$ cat config.mk
export PLATFORM = sky130hd
export DESIGN_NAME = multicycle_control
export DESIGN_NICKNAME = d
export VERILOG_FILES = /design/src/rtl/multicycle_control.sv
export SDC_FILE = /design/constraint.sdc
export NUM_CORES = 1
export LEC_CHECK = 0
export CAP_MARGIN = 15
export CELL_PAD_IN_SITES_DETAIL_PLACEMENT = 0
export CELL_PAD_IN_SITES_GLOBAL_PLACEMENT = 1
export CORE_ASPECT_RATIO = 1.25
export CORE_MARGIN = 2
export CORE_UTILIZATION = 33
export CTS_CLUSTER_DIAMETER = 40
export DETAILED_ROUTE_END_ITERATION = 10
export PLACE_DENSITY_LB_ADDON = 0.1
export SLEW_MARGIN = 20
export SYNTH_ARGS = -nofsm -noshare
export SYNTH_HDL_FRONTEND = slang
export SYNTH_SLANG_ARGS = --single-unit
$ cat constraint.sdc
create_clock -name clk -period 2.3 [get_ports clk]
set_clock_uncertainty 0.2 [all_clocks]
set_input_delay 0.575 -clock clk [delete_from_list [all_inputs] [get_ports clk]]
set_output_delay 0.575 -clock clk [all_outputs]
set_load 0.05 [all_outputs]
$ cat src/rtl/multicycle_control.sv
// Main control FSM for the multicycle MIPS datapath: sequences fetch, decode,
// execute, memory and writeback one state per clock and drives the 15-bit control word.
module multicycle_control #(
  parameter logic [2:0] ALU_ADD = 3'b010,
  parameter logic [2:0] ALU_SUB = 3'b110,
  parameter logic [2:0] ALU_AND = 3'b000,
  parameter logic [2:0] ALU_OR  = 3'b001,
  parameter logic [2:0] ALU_SLT = 3'b111
) (
  input  logic        clk,
  input  logic        reset,
  input  logic [5:0]  opcode,
  input  logic [5:0]  funct,
  input  logic        zero,
  output logic [14:0] controls,
  output logic [3:0]  state,
  output logic        instr_done,
  output logic        illegal
);

  typedef enum logic [3:0] {
    S_FETCH    = 4'd0,
    S_DECODE   = 4'd1,
    S_MEMADR   = 4'd2,
    S_MEMRD    = 4'd3,
    S_MEMWB    = 4'd4,
    S_MEMWR    = 4'd5,
    S_EXECUTE  = 4'd6,
    S_ALUWB    = 4'd7,
    S_BRANCH   = 4'd8,
    S_ADDIEXEC = 4'd9,
    S_ADDIWB   = 4'd10,
    S_JUMP     = 4'd11
  } state_e;

  localparam logic [5:0] OP_LW    = 6'b100011;
  localparam logic [5:0] OP_SW    = 6'b101011;
  localparam logic [5:0] OP_RTYPE = 6'b000000;
  localparam logic [5:0] OP_BEQ   = 6'b000100;
  localparam logic [5:0] OP_ADDI  = 6'b001000;
  localparam logic [5:0] OP_J     = 6'b000010;

  localparam logic [5:0] FN_ADD = 6'b100000;
  localparam logic [5:0] FN_SUB = 6'b100010;
  localparam logic [5:0] FN_AND = 6'b100100;
  localparam logic [5:0] FN_OR  = 6'b100101;
  localparam logic [5:0] FN_SLT = 6'b101010;

  state_e     state_q, state_d;
  logic [5:0] opcode_q, opcode_d;
  logic [5:0] funct_q, funct_d;
  logic       funct_ok;
  logic [2:0] alu_sel;

  // Legality of the live funct, used while the instruction is still in DECODE.
  always_comb begin
    unique case (funct)
      FN_ADD, FN_SUB, FN_AND, FN_OR, FN_SLT: funct_ok = 1'b1;
      default:                               funct_ok = 1'b0;
    endcase
  end

  // EXECUTE sees only the captured funct, so a changing IR cannot disturb it.
  always_comb begin
    unique case (funct_q)
      FN_SUB:  alu_sel = ALU_SUB;
      FN_AND:  alu_sel = ALU_AND;
      FN_OR:   alu_sel = ALU_OR;
      FN_SLT:  alu_sel = ALU_SLT;
      default: alu_sel = ALU_ADD;
    endcase
  end

  always_comb begin
    // NOTE: every variable gets a default before the case so no latch is inferred.
    state_d  = S_FETCH;
    opcode_d = opcode_q;
    funct_d  = funct_q;
    unique case (state_q)
      S_FETCH: state_d = S_DECODE;
      S_DECODE: begin
        opcode_d = opcode;
        funct_d  = funct;
        unique case (opcode)
          OP_LW, OP_SW: state_d = S_MEMADR;
          OP_RTYPE:     state_d = funct_ok ? S_EXECUTE : S_FETCH;
          OP_BEQ:       state_d = S_BRANCH;
          OP_ADDI:      state_d = S_ADDIEXEC;
          OP_J:         state_d = S_JUMP;
          default:      state_d = S_FETCH;
        endcase
      end
      S_MEMADR:   state_d = (opcode_q == OP_SW) ? S_MEMWR : S_MEMRD;
      S_MEMRD:    state_d = S_MEMWB;
      S_EXECUTE:  state_d = S_ALUWB;
      S_ADDIEXEC: state_d = S_ADDIWB;
      default:    state_d = S_FETCH;
    endcase
  end

  always_ff @(posedge clk or posedge reset) begin
    // NOTE: sequential state uses non-blocking assignments so every flop samples pre-edge values.
    if (reset) begin
      state_q  <= S_FETCH;
      opcode_q <= '0;
      funct_q  <= '0;
    end else begin
      state_q  <= state_d;
      opcode_q <= opcode_d;
      funct_q  <= funct_d;
    end
  end

  always_comb begin
    controls   = '0;
    instr_done = 1'b0;
    illegal    = 1'b0;
    unique case (state_q)
      S_FETCH:  controls = 15'h0851;
      S_DECODE: begin
        controls = 15'h00D0;
        unique case (opcode)
          OP_LW, OP_SW, OP_BEQ, OP_ADDI, OP_J: illegal = 1'b0;
          OP_RTYPE: illegal = ~funct_ok;
          default:  illegal = 1'b1;
        endcase
      end
      S_MEMADR: controls = 15'h4090;
      S_MEMRD:  controls = 15'h0200;
      S_MEMWB: begin
        controls   = 15'h2100;
        instr_done = 1'b1;
      end
      S_MEMWR: begin
        controls   = 15'h0600;
        instr_done = 1'b1;
      end
      S_EXECUTE: controls = 15'h4000 | {9'b0, alu_sel, 3'b000};
      S_ALUWB: begin
        controls   = 15'h1100;
        instr_done = 1'b1;
      end
      // Branch target already sits in ALUOut; zero gates PCEn directly.
      S_BRANCH: begin
        controls   = 15'h4032 | {14'b0, zero};
        instr_done = 1'b1;
      end
      S_ADDIEXEC: controls = 15'h4090;
      S_ADDIWB: begin
        controls   = 15'h0100;
        instr_done = 1'b1;
      end
      S_JUMP: begin
        controls   = 15'h0005;
        instr_done = 1'b1;
      end
      default: controls = '0;
    endcase
  end

  assign state = state_q;

endmodule

After elaboration in Yosys (flattened, before gate mapping)
Cells that the tools add are included.

word-level totals
  register bits after elaboration = 16
  input port bits = 15
  logic and storage cells = 47

cells by class
  equal/unequal tests = 26
  multiplexer cells = 10
  bitwise operators = 1
  reduce and logical (&&, ||, !) cells = 7

operators by type and width
  kind                                                              number
  15-bit one-hot mux with 11 select lines                           1
  6-bit == test (second input constant)                             12
  4-bit one-hot mux with 6 select lines                             1
  4-bit one-hot mux with 5 select lines                             1
  4-bit by 3-bit == test with 1-bit output (second input constant)  4
  4-bit == test (second input constant)                             4
  3-bit one-hot mux with 4 select lines                             1
  5-bit OR reduction                                                2
  4-bit by 2-bit == test with 1-bit output (second input constant)  2
  6-bit by 2-bit == test with 1-bit output (second input constant)  1
  6-bit by 3-bit == test with 1-bit output (second input constant)  1
  6-bit by 4-bit == test with 1-bit output (second input constant)  1
  6-bit zero test                                                   1
  3-bit 2-to-1 mux                                                  2
  6-bit OR reduction                                                1
  4-bit by 1-bit == test with 1-bit output (second input constant)  1
  4-bit zero test                                                   1
  2-bit OR reduction                                                2
  1-bit 2-to-1 mux                                                  3
  1-bit one-hot mux with 2 select lines                             1
  1-bit NOT                                                         1

Depth between registers and ports, before layout
Gate-level depths: netlist of run 1.

  word-level depth = 6
  gate-level depth with buffers = 6
  gate-level depth less buffers = 4

Worst setup path before layout of run 1
OpenSTA, ideal clock, no wires.

  kind = register -> output
  from = register state_q[0], in the netlist state[0]
  to = output port controls[5]
  arrival = 2.681 ns
  required time = 1.525 ns
  path slack = -1.156 ns
  cell stages (with the launch flop) = 5
  path buffers = 2
  cell sequence = dfrtp_1 > buf_2 > clkbuf_1 > nor3_1 > o21bai_1

between the ends
  cells in the longest elaborated chain, start to end = 3

RTL lines
  what                                                                       RTL line  source
  start, declared                                                            49        state_e state_q, state_d;
  start signal, assigned                                                     108       state_q <= state_d;
  4-bit == test or 4-bit by 2-bit == test with 1-bit output (tied branches)  118       unique case (state_q)
  2-bit OR reduction (no source line)                                        n/a
  15-bit one-hot mux with 11 select lines *                                  118
  end, declared                                                              15        output logic [14:0] controls,

Mark *: on every way between the ends. The rest lies on a longest branch, timed or not.

Final worst setup path of run 1
  from = input port funct[4]
  to = output port illegal

between the ends
  cells in the longest elaborated chain, start to end = 6

RTL lines
  what                                     RTL line  source
  start, declared                          13        input logic [5:0] funct,
  6-bit == test                            57        unique case (funct)
  5-bit OR reduction *                     57
  1-bit 2-to-1 mux *                       57
  1-bit NOT *                              124       OP_RTYPE: illegal = ~funct_ok;
  1-bit one-hot mux with 2 select lines *  122       unique case (opcode)
  1-bit 2-to-1 mux *                       118
  end, declared                            18        output logic illegal

Marked as above.

==> out/qor.yml, run 1 <==
placed_design:
  place_area_um2: 1970
  place_inst: 199
  dp_hpwl_um: 2140
  port_buffers: 35
  gp_congestion: 0.872
grt:
  grt_pass1_vias: 1098
  antenna_found_initial: 0
  grt_pass1_wl_um: 4910
  grt_usage_pct: 18.6
  overflow: 0
  grt_max_degree: 17
detailed_routing:
  wl_per_cell_um: 14.4
  viasPerCell: 5.09
  vias: 1125
  remaining_drc_errors: 0
  final_antenna_net_count: 0
  drtIter0Drc: 11
  wl_um: 3180
  drtPass1Iterations: 4
floorplanning:
  die_area_um2: 3650
  boundaryPins: 36
  num_rows: 22
  start_util_pct: 35.0
  die_w_um: 54.4
  fp.dieH_um: 67.1
  core-area_um2: 3000
power_and_ir_drop:
  power_leakage_nw: 0.915
  power_density_nw_per_um2: 1250
  peakVddDrop_mv: 1.23
synthesis:
  synth_edf_count: 0
  ys_seq_area_share_pct: 38.1
  muxShareOfSynthArea_pct: 14.8
  avgSynthCellArea_um2: 9.21
  synthAdderAreaFrac_pct: 0.954
  synthDistinctLibCells: 40
  yosys.area_share.simple_pct: 26.3
  synth_common_cells: "dfrtp_1, mux2_2, nor2_1"
  ys.flop_type: "dfrtp_1"
  yosysTopAreaCell: "dfrtp_1"
  synth_nets: 129
  yosys.area_share.xor_xnor_pct: 1.67
  async_reset_ff_share_pct: 100
  synth_top_family_by_area: "simple AND/OR/NAND/NOR gates"
  synth.area.top_cells: "dfrtp_1, mux2_2, nor2_1, nand2b_1, a21oi_1"
  synth-compound-area-share_pct: 14.1
  yosysWarningCount: 0
  syn_inst: 114
  ys_seq_elements: 16
  synthesis.area_um2: 1050
  synth.top_cell.area_share_pct: 38.1
  synth.most_common_cell: "dfrtp_1"
worst_setup_path:
  cp_slowest_cell: "clkdlybuf4s50_1"
  critPathLaunchType: "primary input"
  crit_type: "primary input to output pin"
  cpMostUsedCell: "a21oi_4"
  crit_path_end_kind: "output pin"
  crit_path_max_fanout: 2
  path_depth: 5
  crit_required_ps: 1520
  critPathTopFamily: "buffers and inverters"
  reg2regPathDepth: 5
  arrival_ps: 1720
  crit_buf_inv: 2
  worstPathCellList: "clkdlybuf4s50_1 > nand4b_1 > a21oi_4 > a21oi_4 > buf_12"
  critical-path-max-stage-delay_ps: 420
sta:
  max_freq_mhz: 401
  slew_violations: 0
  tightest_slew_ps: 647
  rsz0062_at_grt: "true"
  fin_ws_ps: -192
  fin_crit_sh_pct: 108
  final-setup-viol-count: 8
  finalHoldViolCount: 0
  maxSlewHeadroom_pct: 56.8
  min_period_ps: 2490
final_layout:
  final_area_um2: 2270
  fillers: 201
  n_antenna_cell: 0
  instances_no_fill: 221
  nets: 201
  multi_input_area_um2: 867
  regArea_um2: 408
  area_growth_pct: 117
  drive_gt1_share_pct: 65.9
clock_tree:
  clockBufferDepth: 2
  hold_buffers: 0
  cts.reportedPaths.clkPinSlew_ps: 110
  cts_buffers: 3
  clock-sinks: 16
  htreeDepth: 1
  tritoncts: "built"
  cts_root_buf: "clkbuf_4"
  insertion_delay_ps: 300
status:
  violations: "setup timing"
  status: "finished, violations left"
hold_path:
  worstHoldPathCells: 1
  min_path_type: "flip-flop to flip-flop"
job:
  cap_viol_max_count: 0
[cell families after synthesis]
family,Yosys count
AOI/OAI and AO/OA,21
xor gates and xnor gates,2
adders and majority gates,1
buffers and inverters,11
DFF,16
muxes,14
and+or+nand+nor,49
[registers in the layout (all words and copies together), names as in the netlist]
| register | flops |
|---|---|
| state | 4 |
| opcode_q | 6 |
| funct_q | 6 |
[path summary, 6_finish.rpt]
kind                                          from                       to  slack, ps
max                                       funct[4]                  illegal       -190
min                        opcode_q[3]$_DFFE_PP0P_  opcode_q[3]$_DFFE_PP0P_        310
max reg2reg                     state[1]$_DFF_PP0_       state[1]$_DFF_PP0_        300
min reg2reg                opcode_q[3]$_DFFE_PP0P_  opcode_q[3]$_DFFE_PP0P_        310
max in group asynchronous                    reset       state[1]$_DFF_PP0_        960
min in group asynchronous                    reset   funct_q[3]$_DFFE_PP0P_        450
[routing by layer]
layer  vias to the layer above  GRT usage (%)  wire length, um
met2                        40           34.3             1840
met3                         4           2.47              135
met1                       525           20.6             1150
li1                        556              -                -
met4                         0           7.19               50
met5                         -              0                0
[per-stage QoR]
stage	hold WS [ps]	total power (W)	utilization [%]	setup slack, ps	setup TNS (ps)
6_report	309	0.00283	75.8	-192	-551
3_3_place_gp	280	0.00233	65.6	-500	-1770
2_1_floorplan	270	0.00163	-	-138	-570
3_5_place_dp	286	0.00236	65.6	-500	-1840
5_1_grt	333	0.00298	75.8	-212	-1060
4_1_cts	309	0.00265	70.5	-220	-241
[area by class of cell]
class,instances,area share (%)
repair buffers,74,39.2
multi-input cells,87,38.1
flip-flops and latches,16,17.9
inverters,4,1.21
clock buffers,4,1.60
well taps,36,1.98
[report_power, final]
| group | switching [W] | internal (W) | total (W) |
|---|---|---|---|
| Clock | 0.0000987 | 0.0000967 | 0.000195 |
| Combinational | 0.00103 | 0.00109 | 0.00212 |
| Sequential | 0.000100 | 0.000419 | 0.000519 |
[cell usage in the layout (no fill, tap or decap), types with 2 or more instances in the layout]
| cell type | count |
|---|---|
| buf_4 | 32 |
| buf_12 | 23 |
| mux2_2 | 12 |
| dfrtp_1 | 12 |
| nor2_1 | 6 |
| nand2_1 | 6 |
| nand2b_4 | 5 |
| clkdlybuf4s50_1 | 5 |
| dlygate4sd2_1 | 5 |
| buf_6 | 5 |
| nor2_4 | 4 |
| a21oi_4 | 4 |
| or3_1 | 4 |
| inv_1 | 3 |
| nand4_1 | 3 |
| nor3_4 | 3 |
| clkbuf_4 | 3 |
| buf_2 | 3 |
| dfrtp_2 | 3 |
| xnor2_1 | 2 |
| nand3_1 | 2 |
| nor2_2 | 2 |
| o21ai_0 | 2 |
[timing repair]
item                       CTS  global route
setup buffers               10             7
gates resized for setup     31            18
gates cloned                 0             1
setup endpoints to repair   12            10
pin swaps                   10            11
Power figures use the tool's default switching activity.
==> inputs of run 2 (changes only) <==
- CAP_MARGIN: 15 -> default
- CORE_MARGIN: 2 -> default
==> run 2 against run 1 <==
Against the previous run: the run still ends with setup timing left; cell count down 1.4%; first-iteration DRC count up 100%; clock power down 4%; count of clock-buffer cells in the layout unchanged; power up 0.55%; critical path type unchanged; critical endpoint unchanged; highest routed layer unchanged.
==> out/qor.yml, run 2 (synthesis results as in run 1) <==
status:
  status: "finished, violations left"
  violations: "setup timing"
floorplanning:
  die_w_um: 52.4
  boundaryPins: 36
  fp.dieH_um: 65.1
  start_util_pct: 35.3
  die_area_um2: 3410
  core-area_um2: 2970
  num_rows: 22
placed_design:
  dp_slack_ps: -526
  port_buffers: 35
  dp_hpwl_um: 2130
  place_area_um2: 1950
  gp_congestion: 0.867
final_layout:
  drive_gt1_share_pct: 65.9
  layout_commonest_cell: "buf_4"
  area_growth_pct: 118
  n_antenna_cell: 0
  regArea_um2: 408
  fillers: 207
  final_area_um2: 2290
  final_util_pct: 76.9
  multi_input_area_um2: 866
  nets: 198
  final_cell_mix: "buf_4, buf_12, mux2_2, dfrtp_1, buf_6"
detailed_routing:
  vias: 1133
  drtIter0Drc: 22
  final_antenna_net_count: 0
  wl_per_cell_um: 13.7
  drtPass1Iterations: 4
  remaining_drc_errors: 0
  viasPerCell: 5.20
  wl_um: 2990
worst_setup_path:
  crit_buf_inv: 2
  crit_path_end_kind: "output pin"
  critical-path-max-stage-delay_ps: 550
  crit_type: "primary input to output pin"
  cp_slowest_cell: "or4_4"
  crit_required_ps: 1520
  critPathTopFamily: "simple AND/OR/NAND/NOR gates"
  critPathLaunchType: "primary input"
  crit_path_max_fanout: 2
  arrival_ps: 1680
  worstPathCellList: "buf_6 > or4_4 > nor2_4 > a21oi_2 > a21oi_4 > buf_12"
clock_tree:
  htreeDepth: 1
  cts_root_buf: "clkbuf_4"
  cts.reportedPaths.clkPinSlew_ps: 90
  tritoncts: "built"
  clockBufferDepth: 2
  cts_buffers: 3
  hold_buffers: 0
  insertion_delay_ps: 290
  clock-sinks: 16
sta:
  fin_ws_ps: -159
  final-setup-viol-count: 3
  fin_crit_sh_pct: 107
  tightest_slew_ps: 373
  slew_violations: 0
  setup_tns_ps: -239
  finalHoldViolCount: 0
  maxSlewHeadroom_pct: 75.1
  max_freq_mhz: 407
  rsz0062_at_grt: "true"
  min_period_ps: 2460
grt:
  grt_max_degree: 11
  grt_pass1_wl_um: 4770
  antenna_found_initial: 0
  overflow: 0
  grt_usage_pct: 18.6
  grt_pass1_vias: 1089
job:
  cap_viol_max_count: 0
power_and_ir_drop:
  power_density_nw_per_um2: 1250
  power_leakage_nw: 0.932
  p_total_w: 0.00285
  peakVddDrop_mv: 1.15
hold_path:
  min_path_type: "flip-flop to flip-flop"
[run 2: cell count changes in the layout (fill, tap and decap cells not counted), moves of 2 or more]
cell | before | now
buf_2 | 3 | 1
dlymetal6s2s_1 | 0 | 2
buf_6 | 5 | 8
buf_4 | 32 | 26
clkdlybuf4s50_1 | 5 | 3
[run 2: per-layer routing]
layer	track usage [%]	vias to the layer above	wire length, um
met2	35.6	36	1720
met4	5.59	0	48
met3	2.11	7	100
met5	0	-	0
met1	20.3	540	1110
li1	-	550	-
[run 2: area by class of cell]
class / count / area share (%)
Tap cell: 36 / 1.97
Timing Repair Buffer: 71 / 40.0
Sequential cell: 16 / 17.8
Inverter: 4 / 0.766
Clock buffer: 4 / 1.59
Multi-Input combinational cell: 87 / 37.9
[run 2: stage by stage]
step	hold slack, ps	instances
5_1_grt	313	218
6_report	308	218
3_5_place_dp	287	198
3_3_place_gp	281	198
2_1_floorplan	270	114
4_1_cts	310	210
[run 2: final timing paths]
kind / startpoint / slack (ps) / cells past startpoint / end
max: opcode[1] / -160 / 6 / illegal
min: opcode_q[0]$_DFFE_PP0P_ / 310 / 1 / opcode_q[0]$_DFFE_PP0P_
max reg2reg: state[1]$_DFF_PP0_ / 290 / 5 / state[2]$_DFF_PP0_
min reg2reg: opcode_q[0]$_DFFE_PP0P_ / 310 / 1 / opcode_q[0]$_DFFE_PP0P_
max in group asynchronous: reset / 1120 / 3 / funct_q[2]$_DFFE_PP0P_
min in group asynchronous: reset / 340 / 2 / opcode_q[1]$_DFFE_PP0P_
[run 2: where the power goes]
group | internal [W] | switching, W
sequential | 0.000419 | 0.000110
clock | 0.0000965 | 0.0000906
combinational | 0.00113 | 0.00101
[run 2: worst reg2reg max path: cells and delay by family, from the launching register on]
family | cells | cell delay, ps
simple gates | 3 | 960
compound gates | 1 | 70
flops | 1 | 520
buf+inv | 1 | 180
[run 2: repair_timing]
action                                  CTS  global route
pin swaps                                13            12
setup buffers                             7             8
gates cloned                              1             0
gates resized for setup                  34            25
endpoints found under the setup margin   11            10
